$ cat config.mk
export PLATFORM = sky130hd
export DESIGN_NAME = fa_pipe
export DESIGN_NICKNAME = d
export VERILOG_FILES = /design/src/rtl/fa_pipe_pkg.sv /design/src/rtl/fa_slice.sv /design/src/rtl/fa_pipe.sv
export SDC_FILE = /design/constraint.sdc
export NUM_CORES = 1
export LEC_CHECK = 0
export BUFFER_PORTS_ARGS = -buffer_cell sky130_fd_sc_hd__buf_2
export CORE_MARGIN = 2
export CORE_UTILIZATION = 52
export DETAILED_ROUTE_END_ITERATION = 7
export GPL_TIMING_DRIVEN = 1
export PLACE_DENSITY = 0.84
export SLEW_MARGIN = 0
export SYNTH_ARGS = -nofsm -noshare
export SYNTH_HDL_FRONTEND = slang
export SYNTH_SLANG_ARGS = --single-unit
$ cat constraint.sdc
create_clock -name clk -period 5.16 [get_ports clk]
set_input_delay 0.516 -clock clk [delete_from_list [all_inputs] [get_ports clk]]
set_output_delay 0.516 -clock clk [all_outputs]
set_load 0.01 [all_outputs]
$ cat src/rtl/fa_pipe_pkg.sv
// Shared types and helpers for the pipelined WIDTH-bit adder fa_pipe.
// Build option: FA_PIPE_OVF_EN adds the signed-overflow output.
package fa_pipe_pkg;

  localparam int DEF_WIDTH  = 32;
  localparam int DEF_STAGES = 4;

  // Bits of carry chain handled by each pipeline stage.
  function automatic int slice_w(input int width, input int stages);
    return width / stages;
  endfunction

  // Per-stage control word travelling alongside the operand/sum skew registers.
  typedef struct packed {
    logic valid;
    logic carry;
  } stage_ctl_t;

endpackage

$ cat src/rtl/fa_slice.sv
// Combinational ripple adder for one pipeline slice, built from full-adder cells.
// Exposes the carry into the slice MSB so the last stage can derive signed overflow.
module fa_slice #(
  parameter int W = 8
) (
  input  logic [W-1:0] a,
  input  logic [W-1:0] b,
  input  logic         cin,
  output logic [W-1:0] sum,
  output logic         cout,
  output logic         msb_cin
);

  logic [W:0] c;

  assign c[0] = cin;

  for (genvar i = 0; i < W; i++) begin : g_cell
    assign sum[i]   = a[i] ^ b[i] ^ c[i];
    assign c[i + 1] = (a[i] & b[i]) | (c[i] & (a[i] ^ b[i]));
  end

  assign cout    = c[W];
  assign msb_cin = c[W - 1];

endmodule

$ cat src/rtl/fa_pipe.sv
// Pipelined a + b + cin over WIDTH bits, carry chain cut into STAGES registered slices.
// Valid/ready at both ends; FA_PIPE_OVF_EN adds the registered signed-overflow output ovf.
module fa_pipe
  import fa_pipe_pkg::*;
#(
  parameter int WIDTH  = DEF_WIDTH,
  parameter int STAGES = DEF_STAGES
) (
  input  logic             clk,
  input  logic             rst,
  input  logic             in_valid,
  output logic             in_ready,
  input  logic [WIDTH-1:0] a,
  input  logic [WIDTH-1:0] b,
  input  logic             cin,
  output logic             out_valid,
  input  logic             out_ready,
  output logic [WIDTH-1:0] sum,
  output logic             cout
`ifdef FA_PIPE_OVF_EN
  ,
  output logic             ovf
`endif
);

  localparam int SLICE = slice_w(WIDTH, STAGES);

  if ((STAGES < 1) || (STAGES > WIDTH) || ((WIDTH % STAGES) != 0)) begin : g_cfg_err
    $error("fa_pipe: WIDTH (%0d) must be a multiple of STAGES (%0d), 1 <= STAGES <= WIDTH",
           WIDTH, STAGES);
  end

  logic advance;

  // The whole pipe moves as one shift register; bubbles shift like data.
  assign advance  = ~out_valid | out_ready;
  assign in_ready = advance;

  for (genvar k = 0; k < STAGES; k++) begin : g_st
    localparam int DW = (k + 1) * SLICE;
    localparam int RW = WIDTH - DW;

    logic             vin;
    logic             cin_s;
    logic [SLICE-1:0] a_sl;
    logic [SLICE-1:0] b_sl;
    logic [SLICE-1:0] s_sl;
    logic             c_out;
    logic             msb_c;
    logic [DW-1:0]    done_nx;
    stage_ctl_t       ctl_r;
    logic [DW-1:0]    done_r;

    if (k == 0) begin : g_src
      assign vin     = in_valid;
      assign cin_s   = cin;
      assign a_sl    = a[SLICE-1:0];
      assign b_sl    = b[SLICE-1:0];
      assign done_nx = s_sl;
    end else begin : g_src
      assign vin     = g_st[k-1].ctl_r.valid;
      assign cin_s   = g_st[k-1].ctl_r.carry;
      assign a_sl    = g_st[k-1].g_rem.a_rem_r[SLICE-1:0];
      assign b_sl    = g_st[k-1].g_rem.b_rem_r[SLICE-1:0];
      assign done_nx = {s_sl, g_st[k-1].done_r};
    end

    fa_slice #(.W(SLICE)) u_slice (
      .a       (a_sl),
      .b       (b_sl),
      .cin     (cin_s),
      .sum     (s_sl),
      .cout    (c_out),
      .msb_cin (msb_c)
    );

    // Stage k: valid, carry into slice k+1 and the finished low sum bits.
    always_ff @(posedge clk or posedge rst) begin
      if (rst) begin
        ctl_r  <= '{valid: 1'b0, carry: 1'b0};
        done_r <= '0;
      end else if (advance) begin
        ctl_r  <= '{valid: vin, carry: c_out};
        done_r <= done_nx;
      end
    end

    // Operand slices not yet added ride along until their stage.
    if (k < STAGES - 1) begin : g_rem
      logic [RW-1:0] a_rem_r;
      logic [RW-1:0] b_rem_r;
      logic [RW-1:0] a_nx;
      logic [RW-1:0] b_nx;

      if (k == 0) begin : g_rsrc
        assign a_nx = a[WIDTH-1:SLICE];
        assign b_nx = b[WIDTH-1:SLICE];
      end else begin : g_rsrc
        assign a_nx = g_st[k-1].g_rem.a_rem_r[WIDTH-k*SLICE-1:SLICE];
        assign b_nx = g_st[k-1].g_rem.b_rem_r[WIDTH-k*SLICE-1:SLICE];
      end

      // Skew registers for the upper operand bits.
      always_ff @(posedge clk or posedge rst) begin
        if (rst) begin
          a_rem_r <= '0;
          b_rem_r <= '0;
        end else if (advance) begin
          a_rem_r <= a_nx;
          b_rem_r <= b_nx;
        end
      end
    end

`ifdef FA_PIPE_OVF_EN
    if (k == STAGES - 1) begin : g_ovf
      logic ovf_r;

      // Signed overflow: carry into MSB differs from carry out of MSB.
      always_ff @(posedge clk or posedge rst) begin
        if (rst) begin
          ovf_r <= 1'b0;
        end else if (advance) begin
          ovf_r <= msb_c ^ c_out;
        end
      end
    end
`endif
  end

  assign out_valid = g_st[STAGES-1].ctl_r.valid;
  assign cout      = g_st[STAGES-1].ctl_r.carry;
  assign sum       = g_st[STAGES-1].done_r;
`ifdef FA_PIPE_OVF_EN
  assign ovf       = g_st[STAGES-1].g_ovf.ovf_r;
`endif

endmodule

==> impl_metrics.json, run 1 <==
{
  "max_freq_mhz": 259,
  "firstDrtPassIters": 4,
  "post_cts_buffers": 0,
  "grt-ovfl-total": 0,
  "post_synth_num_cell_types": 12,
  "unrepaired_setup_endpoints_after_global_routing": "false",
  "timing.clock.skew_ns": 0.0102,
  "grt_antenna_before_repair": 0,
  "postSynthNetCount": 566,
  "hold-worst-slack_ns": 0.114,
  "hold_viol": 0,
  "max_stage_delay_ns": 0.42,
  "layout.filler_cells": 1145,
  "ctsHtreeMaxLevel": 4,
  "post_cts_resized": 0,
  "initial_core_utilization": 0.536,
  "floorplan.die_area_um2": 16800,
  "period_needed_ns": 3.86,
  "detailedRoute.firstIterationViolations": 199,
  "cts.path.max_buffers": 2,
  "post_detailed_route_count_of_antenna_violating_nets": 0,
  "io_pins": 104,
  "setup_tns_ns": 0,
  "nNetsFinal": 670,
  "fin_total_pwr_mw": 6.00,
  "cts.sinks": 184,
  "postLayoutCoreUtil": 0.617,
  "clock_latency_reported_for_the_late_side_of_the_worst_skew_pair_ns": 0.42,
  "layout-area-overhead-vs-synth_pct": 15.1,
  "final_wtd_congestion": 0.738,
  "grt_util_all_layers": 0.176,
  "grt_pass1_wl_um": 23000,
  "power.density_nw_per_um2": 635,
  "hpwl_um": 8640,
  "dp_slack_ns": 1.13,
  "first_global_vias": 4501,
  "crit_buf_inv": 3,
  "synth_seq_cells": 184,
  "peakVddDrop_mv": 0.318,
  "crit_chain": "fa_1 -> inv_1 -> fa_1 -> inv_1 -> fa_1 -> fa_1 -> fa_1 -> fa_1 -> fa_1 -> inv_1 -> fa_1 -> a21oi_1",
  "run_status": "finished, final reports clean",
  "fp_rows": 45,
  "synth_cells": 465,
  "setup.worst_path.class": "reg -> reg",
  "timing.final.max_slew_violations": 0,
  "max_slew.worst_pin.slew_ns": 0.811,
  "cts_tree": "done",
  "critical-path-top-cell-by-count": "fa_1",
  "drive_gt1_frac": 0.536,
  "ctsHoldBuffers": 0,
  "route.detailed.wl_per_inst_um": 17.1,
  "crit_path_end_kind": "flop",
  "worst-path-max-fanout": 2,
  "die_width_um": 130,
  "critPathRequiredTime_ns": 5.49,
  "drc": 0,
  "cts_made_buffers": 17,
  "diodes": 0,
  "slew_headroom": 0.459,
  "ys_seq_area_frac": 0.560,
  "timing.max_cap.violations": 0,
  "synth_area_per_cell_um2": 17.7,
  "cp-start-kind": "flop",
  "cts-root-buf": "clkbuf_16",
  "core_um2": 15300,
  "report.final.setup_viol": 0,
  "ys.warnings.count": 0,
  "grt_start_max_net_pins": 100,
  "top_delay_family_on_crit_path": "adder cells",
  "cts.reportedPaths.clkPinSlew_ns": 0.06,
  "p_leak_nw": 4.62,
  "detailroute.via_count": 4027,
  "critical_path.slowest_cell": "fa_1",
  "vias_per_cell": 5.08,
  "hp-class": "in -> async",
  "chipHeight_um": 130,
  "final.setup.worst_slack_ns": 1.30,
  "io_buffers": 103,
  "drt-total-wl_um": 13500,
  "period_share": 0.748,
  "synthesis.area_um2": 8220,
  "worstPathArrival_ns": 4.19
}
-- area by class of cell --
class                   count  area (um2)  area share
flip-flops and latches    184        4600       0.487
multi-input cells         229        3240       0.343
repair buffers            108         578      0.0612
clock buffers              22         484      0.0512
well taps                 211         264      0.0279
clock inverters            10         166      0.0176
inverters                  29         113      0.0119
-- layout by cell type (no fill, tap or decap), types with 6 or more instances in the layout --
cell type     n
fa_1         32
mux2_2       36
mux2_4      135
clkinvlp_4    6
clkbuf_16    17
inv_1        28
a21oi_1      12
dfrtp_1     184
nor3b_1      12
buf_2       103
-- power breakdown --
group | total, mW | switching [mW] | internal (mW)
Combinational | 2.10 | 0.778 | 1.32
Clock | 1.40 | 0.537 | 0.864
Sequential | 2.50 | 0.418 | 2.08
-- path summary, 6_finish.rpt --
path                                           startpoint                                     to  slack, ns  depth (start not counted)
worst min register to register    g_st[3].vin$_DFFE_PP0P_                  out_valid$_DFFE_PP0P_       0.47                          1
max in group asynchronous                             rst                    sum[10]$_DFFE_PP0P_       3.89                          3
worst max register to register  g_st[3].cin_s$_DFFE_PP0P_                    sum[31]$_DFFE_PP0P_       1.30                         12
worst min-delay path                                  rst  g_st[0].g_rem.b_rem_r[18]$_DFFE_PP0P_       0.11                          2
min in group clk                                    a[12]   g_st[0].g_rem.a_rem_r[4]$_DFFE_PP0P_       0.32                          2
worst max-delay path            g_st[3].cin_s$_DFFE_PP0P_                    sum[31]$_DFFE_PP0P_       1.30                         12
-- through the flow --
stage	instance area, um2	cells
after detailed placement	8800	761
final	9450	793
after global routing	9450	793
after CTS	9450	793
after global placement	8800	761
after floorplan	8220	465
-- cell families (layout without fill, tap and decap cells) --
group	Yosys count	in the layout	share of synthesized area
simple gates	14	14	0.0125
mux	171	171	0.296
flops	184	184	0.560
buf+inv	52	169	0.0457
compound gates	12	12	0.00731
fa+ha+maj	32	32	0.0780
-- synthesized netlist by cell type --
cell type	n	share of area
buf_6	7	0.0096
mux2_4	135	0.25
inv_1	29	0.013
nand2b_1	2	0.0015
dfrtp_1	184	0.56
clkbuf_1	2	0.00091
nor3b_1	12	0.011
buf_8	11	0.020
a21oi_1	12	0.0073
buf_2	3	0.0018
mux2_2	36	0.049
fa_1	32	0.078
-- metal layers --
metal	vias to the layer above	track usage	routed length [um]
li1	1779	-	-
met1	2151	0.243	6250
met2	85	0.284	6650
met3	12	0.0377	459
met4	0	0.0569	163
met5	-	0	0
-- flip-flops by register name (all words and copies together) (netlist names) --
signal and flops:
g_st.vin 3, sum 32, g_st.cin_s 3, g_st.g_rem.b_rem_r 48, g_st.done_r 48, g_st.g_rem.a_rem_r 48, out_valid 1, cout 1
Power figures use the tool's default switching activity.
==> run 2: changes to the inputs <==
CORE_UTILIZATION = 58   (was 52)
PLACE_DENSITY = 0.88   (was 0.84)
clock period = 3.7 ns   (was 5.16 ns; I/O delays follow)
==> run 2 against run 1 <==
Register-to-register slack lost 1.2 ns. Global-route usage rose by 1.8 points. Worst hold slack improved by 0.052 ns. Cell count fell by 3.8%. Largest power group unchanged. Highest routed layer unchanged.
==> impl_metrics.json, run 2 (synthesis results as in run 1) <==
{
  "run_status": "finished, final reports clean",
  "hp-class": "in -> reg",
  "holdPathEnd": "g_st[0].g_rem.b_rem_r[19]$_DFFE_PP0P_",
  "postPlaceCellArea_um2": 8780,
  "grt_antenna_before_repair": 0,
  "cts.reportedPaths.clkPinSlew_ns": 0.07,
  "ctsHtreeMaxLevel": 4,
  "io_pins": 104,
  "final_wtd_congestion": 0.798,
  "max_slew.worst_pin.slew_ns": 0.977,
  "critical_path.slowest_cell": "fa_2",
  "core_um2": 13900,
  "route.detailed.wl_per_inst_um": 17.9,
  "timing.max_cap.violations": 0,
  "period_needed_ns": 3.58,
  "hold_start": "b[27]",
  "fin_total_pwr_mw": 8.37,
  "drt-total-wl_um": 13600,
  "layout-area-overhead-vs-synth_pct": 14.7,
  "place_inst": 730,
  "report.final.setup_viol": 0,
  "timing.clock.skew_ns": 0.00907,
  "period_share": 0.967,
  "max_freq_mhz": 279,
  "firstDrtPassIters": 4,
  "post_layout_nonfiller_instances": 763,
  "cp-start-kind": "flop",
  "cts-root-buf": "clkbuf_16",
  "fp_rows": 43,
  "initial_core_utilization": 0.592,
  "grt_util_all_layers": 0.194,
  "critPathRequiredTime_ns": 4.05,
  "length_in_cells_of_the_worst_reg_to_reg_path": 12,
  "finalInstanceArea_um2": 9430,
  "vias_per_cell": 5.21,
  "die_width_um": 123,
  "io_buffers": 103,
  "detailedRoute.firstIterationViolations": 335,
  "crit_path_end_kind": "flop",
  "clock_latency_reported_for_the_late_side_of_the_worst_skew_pair_ns": 0.43,
  "first_global_vias": 4305,
  "reg.largest.list": "g_st.done_r: 48 flops, g_st.g_rem.a_rem_r: 48 flops, g_st.g_rem.b_rem_r: 48 flops",
  "p_leak_nw": 4.60,
  "drc": 0,
  "timing.final.max_slew_violations": 0,
  "peakVddDrop_mv": 0.416,
  "postLayoutCoreUtil": 0.679,
  "detailroute.via_count": 3979,
  "slew_headroom": 0.348,
  "worstPathArrival_ns": 3.93,
  "critical-path-top-cell-by-count": "fa_2",
  "cts.path.max_buffers": 2,
  "max_stage_delay_ns": 0.42,
  "grt-ovfl-total": 0,
  "drive_gt1_frac": 0.571,
  "hold_viol": 0,
  "most-common-layout-cells": "184 x dfrtp_1, 135 x mux2_4, 103 x buf_2",
  "setup.worst_path.class": "reg -> reg",
  "diodes": 0,
  "crit_chain": "fa_2 -> inv_2 -> fa_1 -> inv_1 -> fa_2 -> fa_2 -> fa_2 -> fa_2 -> fa_2 -> inv_2 -> fa_1 -> a21oi_1",
  "final_common_cell": "dfrtp_1",
  "grt_pass1_wl_um": 22200,
  "reg2reg_setup_slack_ns": 0.12,
  "power.density_nw_per_um2": 888,
  "worstReg2RegStart": "g_st[0].g_rem.a_rem_r[0]$_DFFE_PP0P_",
  "min_delay_path_depth": 2,
  "cts_tree": "done",
  "nNetsFinal": 671,
  "hpwl_um": 8720,
  "cts.sinks": 184,
  "worst-path-max-fanout": 2,
  "post_detailed_route_count_of_antenna_violating_nets": 0,
  "grt_start_max_net_pins": 185,
  "floorplan.die_area_um2": 15100,
  "rr_endpoint": "g_st[1].done_r[15]$_DFFE_PP0P_",
  "cts_made_buffers": 17,
  "chipHeight_um": 123
}
==> run 2: cell types whose count changed in the layout (fill, tap and decap cells not counted), sizes merged <==
cell / previous run / this run
bufinv: 4 / 2
clkinv: 1 / 5
inv: 28 / 29
buf: 108 / 109
clkbuf: 22 / 21
clkinvlp: 6 / 4
==> run 2: final cells by class <==
class	instances	area [um2]
clock inverter	11	120
clock buffer	21	480
sequential	184	4600
fill	949	4460
tap	180	225
inverter	29	113
timing repair buffer	109	598
multi-input combinational	229	3280
==> run 2: how the worst max path moves through the flow <==
stage,depth (start not counted),start,to,slack (ns)
global route,12,g_st[3].cin_s$_DFFE_PP0P_,sum[31]$_DFFE_PP0P_,-0.01
global placement,13,a[0],g_st[0].done_r[7]$_DFFE_PP0P_,-0.12
finish,12,g_st[0].g_rem.a_rem_r[0]$_DFFE_PP0P_,g_st[1].done_r[15]$_DFFE_PP0P_,0.12
CTS,12,g_st[0].g_rem.a_rem_r[0]$_DFFE_PP0P_,g_st[1].done_r[15]$_DFFE_PP0P_,0.02
detailed placement,13,a[0],g_st[0].done_r[7]$_DFFE_PP0P_,-0.27
floorplan,12,g_st[3].cin_s$_DFFE_PP0P_,sum[31]$_DFFE_PP0P_,0.15
==> run 2: repair_timing <==
action                     in CTS  in global routing
setup buffers                   0                  1
pin swaps                       0                  4
gates resized for setup         6                 13
setup endpoints to repair       3                  3
hold buffers                    0                  0
==> run 2: worst max-delay path, delay by kind of cell, from the launching register on <==
family                   cells  cell delay [ns]
flip-flops                   1             0.40
buffers and inverters        3             0.18
adder cells (fa/ha/maj)      8             2.79
AO/OA/AOI/OAI                1             0.15
==> run 2: per-stage QoR <==
step	hold slack (ns)	setup TNS (ns)	worst slack (ns)
6_report	0.166	0	0.121
5_1_grt	0.158	-0.0280	-0.0145
4_1_cts	0.149	0	0.0197
3_5_place_dp	0.462	-0.387	-0.266
3_3_place_gp	0.446	-0.137	-0.124
2_1_floorplan	0.435	0	0.149
==> run 2: metal layers <==
| metal | global-route usage | part of all wire |
|---|---|---|
| met5 | 0 | 0 |
| met4 | 0.0774 | 0.016 |
| met3 | 0.0470 | 0.040 |
| met2 | 0.309 | 0.50 |
| met1 | 0.260 | 0.45 |
==> run 2: where the power goes <==
part	internal (mW)	total (mW)	switching, mW
clock network	1.07	1.83	0.766
logic	1.91	3.04	1.13
registers	2.90	3.50	0.601
total	5.88	8.37	2.49
